===== src/rtl/interleaver_pkg.sv =====
// Shared constants and state type for the 4x4 interleaver sequencer.
package interleaver_pkg;
  localparam int BLK_LEN = 16;
  localparam int DW      = 8;
  localparam int ADDR_W  = 4;
  localparam int RD_LAT  = 1;

  typedef enum logic [1:0] {
    WRITE = 2'd0,
    READ  = 2'd1,
    DRAIN = 2'd2
  } state_t;
endpackage


===== src/rtl/itl_out_fifo.sv =====
// Two-entry output FIFO carrying {last, data}; head is held until popped.
module itl_out_fifo
  import interleaver_pkg::*;
#(
  parameter int W = DW + 1
) (
  input  logic         clk,
  input  logic         rst,
  input  logic         flush,
  input  logic         push,
  input  logic         pop,
  input  logic [W-1:0] din,
  output logic [W-1:0] dout,
  output logic [1:0]   count,
  output logic         full,
  output logic         empty
);
  logic [W-1:0] mem [2];
  logic         wr_ptr;
  logic         rd_ptr;

  always_ff @(posedge clk) begin
    if (!rst || flush) begin
      mem[0] <= '0;
      mem[1] <= '0;
      wr_ptr <= 1'b0;
      rd_ptr <= 1'b0;
      count  <= 2'd0;
    end else begin
      if (push) begin
        mem[wr_ptr] <= din;
        wr_ptr      <= ~wr_ptr;
      end
      if (pop) rd_ptr <= ~rd_ptr;
      case ({push, pop})
        2'b10:   count <= count + 2'd1;
        2'b01:   count <= count - 2'd1;
        default: count <= count;
      endcase
    end
  end

  assign dout  = mem[rd_ptr];
  assign full  = (count == 2'd2);
  assign empty = (count == 2'd0);
endmodule


===== src/rtl/interleaver_4_4_ctrl.sv =====
// Sequencer for the 4x4 byte interleaver core: writes a 16-byte block,
// reads it back in interleaved order and streams it out with a last flag.
module interleaver_4_4_ctrl
  import interleaver_pkg::*;
(
  input  logic          clk,
  input  logic          rst,
  input  logic          flush_i,
  input  logic          in_valid_i,
  output logic          in_ready_o,
  input  logic [DW-1:0] in_data_i,
  output logic          out_valid_o,
  input  logic          out_ready_i,
  output logic [DW-1:0] out_data_o,
  output logic          out_last_o,
  output logic          itl_leaver_o,
  output logic          itl_write_o,
  output logic [3:0]    itl_addr_o,
  output logic [DW-1:0] itl_data_o,
  input  logic [DW-1:0] itl_data_i,
  output logic          busy_o,
  output logic [15:0]   blk_cnt_o
);
  // state | meaning
  // WRITE | accept 16 bytes into the core, addresses 0..15
  // READ  | issue interleaved reads under FIFO credit
  // DRAIN | all reads issued, wait for the last one to return

  localparam logic [ADDR_W-1:0] LAST_ADDR = ADDR_W'(BLK_LEN - 1);

  state_t              state;
  logic [ADDR_W-1:0]   wr_addr;
  logic [ADDR_W-1:0]   rd_addr;
  logic [RD_LAT-1:0]   infl_vld;
  logic [RD_LAT-1:0]   infl_last;
  logic                leaver_q;
  logic [15:0]         blk_cnt;

  logic                is_wr;
  logic                accept;
  logic                issue;
  logic                pop;
  logic                push;
  logic [3:0]          infl_n;
  logic [3:0]          credit_sum;
  logic [DW:0]         fifo_dout;
  logic [1:0]          fifo_count;
  logic                fifo_full;
  logic                fifo_empty;

  assign is_wr  = (state == WRITE);
  assign accept = is_wr && in_valid_i && !flush_i && rst;
  assign pop    = !fifo_empty && out_ready_i;
  // A push into a full FIFO cannot happen under the credit rule; the guard
  // only keeps a stale head from being overwritten if it ever did.
  assign push   = infl_vld[RD_LAT-1] && !fifo_full;

  always_comb begin
    infl_n = '0;
    for (int i = 0; i < RD_LAT; i++) infl_n = infl_n + {3'd0, infl_vld[i]};
  end

  // Bytes the FIFO will hold once everything in flight lands.
  assign credit_sum = {2'd0, fifo_count} + infl_n - {3'd0, pop};
  assign issue      = (state == READ) && (credit_sum < 4'd2) && !flush_i && rst;

  always_ff @(posedge clk) begin
    if (!rst) begin
      state     <= WRITE;
      wr_addr   <= '0;
      rd_addr   <= '0;
      infl_vld  <= '0;
      infl_last <= '0;
      leaver_q  <= 1'b0;
      blk_cnt   <= '0;
    end else begin
      if (pop && fifo_dout[DW]) blk_cnt <= blk_cnt + 16'd1;
      if (flush_i) begin
        state     <= WRITE;
        wr_addr   <= '0;
        rd_addr   <= '0;
        infl_vld  <= '0;
        infl_last <= '0;
        leaver_q  <= 1'b0;
      end else begin
        for (int i = RD_LAT - 1; i > 0; i--) begin
          infl_vld[i]  <= infl_vld[i-1];
          infl_last[i] <= infl_last[i-1];
        end
        infl_vld[0]  <= issue;
        infl_last[0] <= issue && (rd_addr == LAST_ADDR);
        case (state)
          WRITE: if (accept) begin
            wr_addr <= wr_addr + 1'b1;
            if (wr_addr == LAST_ADDR) begin
              state    <= READ;
              leaver_q <= 1'b1;
            end
          end
          READ: if (issue) begin
            rd_addr <= rd_addr + 1'b1;
            if (rd_addr == LAST_ADDR) state <= DRAIN;
          end
          DRAIN: if (infl_n == 4'd0) begin
            state    <= WRITE;
            leaver_q <= 1'b0;
          end
          default: begin
            state    <= WRITE;
            leaver_q <= 1'b0;
          end
        endcase
      end
    end
  end

  itl_out_fifo u_fifo (
    .clk   (clk),
    .rst   (rst),
    .flush (flush_i),
    .push  (push),
    .pop   (pop),
    .din   ({infl_last[RD_LAT-1], itl_data_i}),
    .dout  (fifo_dout),
    .count (fifo_count),
    .full  (fifo_full),
    .empty (fifo_empty)
  );

  assign in_ready_o   = is_wr && !(flush_i && rst);
  assign itl_write_o  = accept;
  assign itl_addr_o   = is_wr ? wr_addr : rd_addr;
  assign itl_data_o   = is_wr ? in_data_i : '0;
  assign itl_leaver_o = leaver_q;
  assign out_valid_o  = !fifo_empty;
  assign out_data_o   = fifo_dout[DW-1:0];
  assign out_last_o   = fifo_dout[DW];
  assign busy_o       = !is_wr;
  assign blk_cnt_o    = blk_cnt;
endmodule


===== config.mk =====
export PLATFORM = sky130hd
export DESIGN_NAME = interleaver_4_4_ctrl
export DESIGN_NICKNAME = d
export VERILOG_FILES = /design/src/rtl/interleaver_pkg.sv /design/src/rtl/itl_out_fifo.sv /design/src/rtl/interleaver_4_4_ctrl.sv
export SDC_FILE = /design/constraint.sdc
export NUM_CORES = 1
export LEC_CHECK = 0
export ABC_AREA = 1
export CORE_ASPECT_RATIO = 2
export CORE_UTILIZATION = 50
export DETAILED_ROUTE_END_ITERATION = 7
export PLACE_DENSITY_LB_ADDON = 0.08
export SLEW_MARGIN = 40
export SYNTH_ARGS = -nofsm -noshare
export SYNTH_HDL_FRONTEND = slang
export SYNTH_HIERARCHICAL = 1
export SYNTH_SLANG_ARGS = --single-unit

===== constraint.sdc =====
create_clock -name clk -period 3.2 [get_ports clk]
set_clock_uncertainty 0.2 [all_clocks]
set_input_delay 0.64 -clock clk [delete_from_list [all_inputs] [get_ports clk]]
set_output_delay 0.64 -clock clk [all_outputs]
set_load 0.1 [all_outputs]

* After elaboration in Yosys (flattened, before gate mapping)
Memories as Yosys holds them, arrays and structs flattened. A register that Yosys moved wholly into a read port is not among the register bits.
Cells that the tools add are included.
** Storage, ports and cells
- Flip-flop bits (word level) :: 33
- Bits in writable memories :: 18
- Output and inout bits :: 42
- Memories :: 1
** Operators by class
- Add/subtract/negate cells :: 7
- Order comparisons :: 1
- Equal/unequal tests :: 12
- Multiplexer cells :: 23
- Bitwise operators :: 4
- Reductions and logical operators :: 29
** Memories
- u_fifo.mem :: depth 2, bits a word 9, read ports 1, clocked after memory_dff 1, write ports 2, line itl_out_fifo.sv:18 : logic [W-1:0] mem [2];
** Operators with widths (number)
- $add A16 B1 Y16 const B :: 1
- $logic_and A1 B1 Y1 :: 12
- $mux W1 :: 12
- $mux W2 :: 5
- $mux W9 :: 1
- $reduce_or A9 Y1 :: 1
- $add A4 B1 Y4 const B :: 2
- $eq A4 B4 Y1 const B :: 2
- $mux W8 :: 1
- $eq A2 B2 Y1 const B :: 3
- $logic_not A1 Y1 :: 6
- $ne A2 B2 Y1 const B :: 3
- $pmux W2 S3 :: 1
- $reduce_and A5 Y1 :: 1
- $eq A2 B1 Y1 const B :: 2
- $logic_not A2 Y1 :: 2
- $logic_not A4 Y1 :: 1
- $lt A4 B2 Y1 const B :: 1
- $mux W4 :: 1
- $ne A2 B1 Y1 const B :: 2
- $not A1 Y1 :: 4
- $pmux W2 S2 :: 1
- $reduce_and A2 Y1 :: 2
- $reduce_and A4 Y1 :: 1
- other kinds (8) :: 8

* Depth between registers and ports, before layout
Gate-level depths: netlist of the first run.
- Depth after elaboration :: 10
- Mapped depth :: 13
- Mapped depth without buffers :: 13

* Cells and area by module
The synthesis of the first run kept the hierarchy.
** By module, submodules not included
- interleaver_4_4_ctrl :: times used 1, cells an instance 238, area each 1670.4 µm²
- itl_out_fifo :: times used 1, cells an instance 91, area each 1042.2 µm²

* Least setup slack after synthesis of the first run
Ideal clock, no wire load.
- Path kind :: register to output
- Start point :: register state[1]
- End point :: output port itl_data_o[0]
- Arrival :: 3018 ps
- Data required time :: 2360 ps
- Setup slack :: -658 ps
- Stages on the path, launching flop included :: 5
- Buffers on the path :: 1
- Path through :: dfxtp_1 -> nor2_2 -> buf_2 -> clkinv_1 -> nor2_1
** Between the ends
- Cells in the longest elaborated chain, start to end :: 2
** Ends and longest elaborated chain
- start, declared :: line interleaver_4_4_ctrl.sv:31 : state_t state;
- start signal, assigned :: line interleaver_4_4_ctrl.sv:69 : state <= WRITE;
- start signal, assigned :: line interleaver_4_4_ctrl.sv:79 : state <= WRITE;
- start signal, assigned :: line interleaver_4_4_ctrl.sv:96 : state <= READ;
- $logic_not A2 Y1 :: line interleaver_4_4_ctrl.sv:51 : assign is_wr = (state == WRITE);
- $mux W8 :: line interleaver_4_4_ctrl.sv:133 : assign itl_data_o = is_wr ? in_data_i : '0;
- end, declared :: line interleaver_4_4_ctrl.sv:19 : output logic [DW-1:0] itl_data_o,
No other way between the ends.

* Worst setup path after layout of the first run
- Start point :: register state[1]
- End point :: output port itl_data_o[6]
The elaborated chain is that of the path after synthesis.

==> impl_metrics.ini, run 1 <==
[min_path]
hold_class = register to register
hold_depth = 2

[drt]
antenna_left = 0
num_vias = 2287
route.detailed.drc = 0
drtPass1Iterations = 4
avgViaCountPerCell = 5.02
wl_per_cell_um = 13.4
drt_wl_total_mm = 6.10
first_iter_violations = 49

[worst_setup_path]
r2r.worst_path.cells = 12
critPathMostFrequentCell = nor2_2
worstPathArrival_ps = 2050
path_cells = nor2_2 > clkinv_1 > nor2_2 > buf_12
cp_num_buf_inv = 2
cp.depth = 4
crit_required_ps = 2360
path_max_fanout = 13
startpoint_type = register
critical-path-top-delay-family = simple AND/OR/NAND/NOR gates
cp_slowest_cell = clkinv_1
worst_setup_path_end_kind = output pin
crit_type = register to output pin
crit_path_max_incr_delay_ps = 470

[yosys]
yosys_warnings = 6
ys_seq_elements = 52
synthCells = 329
syn-cell-area_mm2 = 0.00271
syn_avg_cell_area_um2 = 8.24
synth_edf_count = 18
ys_seq_area_frac = 0.450
synth_top_area_frac = 0.251
synth_area_leader_cell = dfxtp_1
ys_async_sr_fraction = 0
ys.flop_type = dfxtp_1
synth.net_count = 355
synth.area.top_cells = dfxtp_1 25%, edfxtp_1 20%, inv_1 7.2%, nand2_1 7.2%, nor2_1 6.0%
synth.distinct_cells = 38
synth_commonest_cells = 52 x inv_1, 52 x nand2_1, 43 x nor2_1

[clock_network]
cts_hold_buf = 0
insertion_delay_ps = 310
htreeDepth = 2
cts_tree = built
cts_buffer_depth = 2
path_clk_slew_ps = 100
cts_buffers = 5
ctsRootBufferMaster = clkbuf_8
cts_resized = 0
clkSinkCount = 52
post-cts-setup-buffers = 0

[floorplanning]
die_x_um = 54.1
core_mm2 = 0.00518
fp.dieArea_mm2 = 0.00574
die_y_um = 106
pin_count = 63
num_rows = 37
start_util = 0.523

[global_routing]
grt_usage = 0.234
grt_pass1_wl_mm = 9.74
globalRoute.totalOverflow = 0
grt_max_degree = 18
antenna_found_initial = 0
grt_pass1_vias = 2211

[sta]
hold_viol = 0
min_period_over_period = 0.902
whs_ps = 279
maxSlewViolCount = 0
rsz0062_at_grt = no
fin_crit_ps = 2890
fmax_mhz = 346
finalSetupViolations = 0
worst_pin_slew_ps = 483
relSlewSlack = 0.677
fin_setup_tns_ps = 0

[cells_and_area]
syn2layout_area_growth_pct = 30.3
drive_above_1_share = 0.256
fillers = 447
n_antenna_cell = 0
stdcell_count = 456
nets = 423
fin_area_mm2 = 0.00353
seq_area_mm2 = 0.00122
final_core_util = 0.682
multi_input_area_mm2 = 0.00126

[flow_run]
cap_viol_max_count = 0

[pwr]
power_density_mw_per_mm2 = 363
power_leakage_nw = 1.58
vdd_ir_drop_max_mv = 0.489

[outcome]
outcome = finished clean

[placed_design]
portBuffers = 62
hpwl_mm = 4.75
dp.cells = 448
placed_area_mm2 = 0.00344
routabilityCongestion = 0.719
[registers in the layout, summed over array words and instances, names as in the netlist, named ones only]
register       flops
u_fifo/mem        18
blk_cnt_o         16
rd_addr            4
wr_addr            4
state              2
u_fifo/count       2
infl_last          1
infl_vld           1
itl_leaver_o       1
u_fifo/rd_ptr      1
u_fifo/wr_ptr      1
[through the flow]
stage	total power [mW]	worst slack, ps
finish	1.28	312
global route	1.32	102
CTS	1.29	270
detailed placement	0.907	156
global placement	0.904	247
floorplan	0.833	-376
[report_power, final]
group | internal [mW] | leakage, nW | switching, mW | total, mW
logic | 0.0656 | 1.06 | 0.131 | 0.197
clock network | 0.156 | 0.0445 | 0.235 | 0.391
registers | 0.691 | 0.474 | 0.00302 | 0.694
total | 0.912 | 1.58 | 0.369 | 1.28
[worst reg2reg max path: stages, from the launching register on]
cell      delay [ps]
dfxtp_1          400
nor2_1           260
inv_1            100
nand2_1           90
nand2_1           50
a21oi_1          200
fa_1             440
nand3b_1         180
nor2_2           140
nand3_4          150
o21ai_1          170
nand2_1           60
nor2_1            80
[cell usage in the layout (no fill, tap or decap), drive strengths merged]
| cell | instances |
|---|---|
| o21ai | 17 |
| o21a | 2 |
| nand3 | 15 |
| clkbuf | 5 |
| ha | 4 |
| clkdlybuf4s50 | 20 |
| xnor2 | 1 |
| a21oi | 21 |
| nand2 | 55 |
| nand4 | 9 |
| a211oi | 2 |
| a31oi | 1 |
| and3 | 2 |
| xor2 | 2 |
| fa | 1 |
| nor2 | 62 |
| clkinv | 2 |
| nand3b | 1 |
| nor3b | 1 |
| edfxtp | 18 |
| inv | 62 |
| clkinvlp | 1 |
| dfxtp | 34 |
| nor3 | 7 |
| buf | 44 |
| mux2 | 9 |
[path summary, 6_finish.rpt]
check                                     start             to  slack (ps)
worst max register to register  u_fifo/count[0]     rd_addr[2]         640
worst min-delay path               itl_leaver_o   itl_leaver_o         280
worst max-delay path                   state[1]  itl_data_o[6]         310
worst min register to register     itl_leaver_o   itl_leaver_o         280
[layout make-up]
class / count / area share
flip-flops and latches: 52 / 0.345
clock inverters: 3 / 0.00602
clock buffers: 5 / 0.0195
well taps: 58 / 0.0205
repair buffers: 64 / 0.185
inverters: 62 / 0.0665
multi-input cells: 212 / 0.356
[metal layers]
metal / share of wire / vias up / routed length [um] / track usage
li1: - / 1192 / - / -
met2: 0.59 / 49 / 3590 / 0.454
met4: 0.027 / 0 / 167 / 0.0989
met3: 0.032 / 10 / 198 / 0.0386
met5: 0 / - / 0 / 0
met1: 0.35 / 1036 / 2140 / 0.217
[cell families (layout without fill, tap and decap cells)]
logic type | count (synthesis) | after routing | share of synthesized area
XOR/XNOR | 3 | 3 | 0.00969
flip-flops | 52 | 52 | 0.450
buffers and inverters | 65 | 134 | 0.0946
multiplexers | 9 | 9 | 0.0374
AO/OA/AOI/OAI | 43 | 43 | 0.0849
AND/OR/NAND/NOR | 152 | 152 | 0.298
adder cells (fa/ha/maj) | 5 | 5 | 0.0258
Power figures use the tool's default switching activity.
==> run 2, diff against run 1 <==
- CELL_PAD_IN_SITES_DETAIL_PLACEMENT: default -> 2
- CELL_PAD_IN_SITES_GLOBAL_PLACEMENT: default -> 2
- CORE_UTILIZATION: 50 -> 29
==> run 2 against run 1 <==
  * Combinational power grew 2%
  * First-iteration DRC count shrank 10%
  * Cell count grew 10%
  * Wire length grew 33%
  * Power grew 14%
==> impl_metrics.ini, run 2 (synthesis results as in run 1) <==
[sta]
worst_pin_slew_ps = 465
maxSlewViolCount = 0
min_period_over_period = 0.896
fmax_mhz = 349
finalSetupViolations = 0
hold_viol = 0
relSlewSlack = 0.690
rsz0062_at_grt = no
fin_crit_ps = 2870

[placed_design]
routabilityCongestion = 0.709
hpwl_mm = 6.56
placed_area_mm2 = 0.00352
portBuffers = 62

[drt]
antenna_left = 0
avgViaCountPerCell = 4.79
route.detailed.drc = 0
first_iter_violations = 44
drt_wl_total_mm = 8.09
wl_per_cell_um = 16.1
drtPass1Iterations = 4
num_vias = 2407

[clock_network]
ctsRootBufferMaster = clkbuf_16
path_clk_slew_ps = 70
cts_buffers = 5
insertion_delay_ps = 300
cts_hold_buf = 0
cts_tree = built
post-cts-setup-buffers = 0
cts_buffer_depth = 2
cts_resized = 0
htreeDepth = 2
clkSinkCount = 52

[global_routing]
grt_max_degree = 19
grt_pass1_wl_mm = 13.3
grt_pass1_vias = 2660
globalRoute.totalOverflow = 0
grt_usage = 0.177
antenna_found_initial = 0

[floorplanning]
die_x_um = 70.4
core_mm2 = 0.00901
die_y_um = 139
fp.dieArea_mm2 = 0.00977
num_rows = 49
pin_count = 63
start_util = 0.301

[worst_setup_path]
reg2reg_slack_ps = 620
worstPathArrival_ps = 2030
cp_slowest_cell = clkdlybuf4s50_1
cp_num_buf_inv = 4
crit_path_max_incr_delay_ps = 750
worst_setup_path_end_kind = output pin
reg2reg_to = state[1]
crit_type = primary input to output pin
reg2reg_from = u_fifo/count[0]
r2r.worst_path.cells = 12
path_cells = clkdlybuf4s50_1 > inv_1 > o21ai_0 > inv_1 > buf_12
startpoint_type = primary input
critical-path-top-delay-family = buffers and inverters
path_max_fanout = 6
crit_required_ps = 2360
critPathMostFrequentCell = inv_1

[min_path]
hold_class = register to register
hold_depth = 2
min_to = itl_leaver_o
min-delay-start = itl_leaver_o

[pwr]
power_mw = 1.46
vdd_ir_drop_max_mv = 0.230
pwr-share-seq = 0.475
clockPowerShare = 0.388
swShare = 0.279
power_leakage_nw = 1.62
power_density_mw_per_mm2 = 398
comb_power_share = 0.137
intPower_mw = 1.05
p_sw_mw = 0.408

[cells_and_area]
drive_above_1_share = 0.262
fin_area_mm2 = 0.00367
syn2layout_area_growth_pct = 35.4
nets = 426
max_flop_register = u_fifo/mem
largest_register_ff_count = 18
n_antenna_cell = 0
final_cell_mix = 52 x inv_1, 52 x nand2_1, 37 x buf_4
final_core_util = 0.408

[outcome]
outcome = finished clean

[flow_run]
cap_viol_max_count = 0
[run 2: changes by cell type in the layout (fill, tap and decap cells not counted)]
| cell | delta |
|---|---|
| clkinvlp_4 | -1 |
| clkinv_2 | -1 |
| clkbuf_16 | +5 |
| buf_4 | +3 |
| clkbuf_8 | -5 |
| clkinv_4 | +2 |
[run 2: routing by layer]
| metal | vias up | routed length [um] | GRT usage | share of wire |
|---|---|---|---|---|
| met3 | 6 | 207 | 0.0276 | 0.026 |
| met2 | 35 | 5060 | 0.369 | 0.63 |
| li1 | 1194 | - | - | - |
| met4 | 0 | 110 | 0.0537 | 0.014 |
| met5 | - | 0 | 0 | 0 |
| met1 | 1172 | 2700 | 0.165 | 0.33 |
[run 2: tightest hold or removal path, stage by stage, from the launching register on]
cell,delay (ps)
dfxtp_1,310
o21ai_0,70
a21oi_1,60
[run 2: per-stage QoR]
| step | instances | hold slack, ps | TNS (ps) | worst slack [ps] |
|---|---|---|---|---|
| 2_1_floorplan | 329 | 256 | -4070 | -376 |
| 3_3_place_gp | 495 | 263 | 0 | 207 |
| 3_5_place_dp | 495 | 284 | 0 | 128 |
| 4_1_cts | 503 | 299 | 0 | 311 |
| 5_1_grt | 503 | 316 | 0 | 217 |
| 6_report | 503 | 294 | 0 | 333 |
[run 2: area by class of cell]
cell class / instances / area, um2
Tap cell: 102 / 128
Inverter: 62 / 235
Timing Repair Buffer: 67 / 678
Clock buffer: 5 / 125
Fill cell: 1065 / 5340
Clock inverter: 3 / 26.3
Multi-Input combinational cell: 212 / 1260
Sequential cell: 52 / 1220
[run 2: worst max-delay path by stage]
| stage | slack (ps) | to | from | depth (start not counted) |
|---|---|---|---|---|
| after floorplan | -380 | itl_addr_o[0] | state[1] | 3 |
| after global placement | 210 | state[0] | out_ready_i | 13 |
| after detailed placement | 130 | state[0] | out_ready_i | 13 |
| after CTS | 310 | in_ready_o | flush_i | 5 |
| after global routing | 220 | in_ready_o | flush_i | 5 |
| final | 330 | in_ready_o | flush_i | 5 |
[run 2: power by group through the flow]
| stage | clock network, mW | logic [mW] | registers, mW |
|---|---|---|---|
| 2_1_floorplan | 0 | 0.125 | 0.708 |
| 3_3_place_gp | 0 | 0.201 | 0.708 |
| 3_5_place_dp | 0 | 0.204 | 0.709 |
| 4_1_cts | 0.588 | 0.204 | 0.694 |
| 5_1_grt | 0.615 | 0.210 | 0.695 |
| 6_report | 0.567 | 0.201 | 0.694 |
==> run 3, diff against run 2 <==
- HOLD_SLACK_MARGIN: default -> 0.12
==> results of run 3 <==
Same layout as run 2: the final DEF is identical, and so are final timing and power.
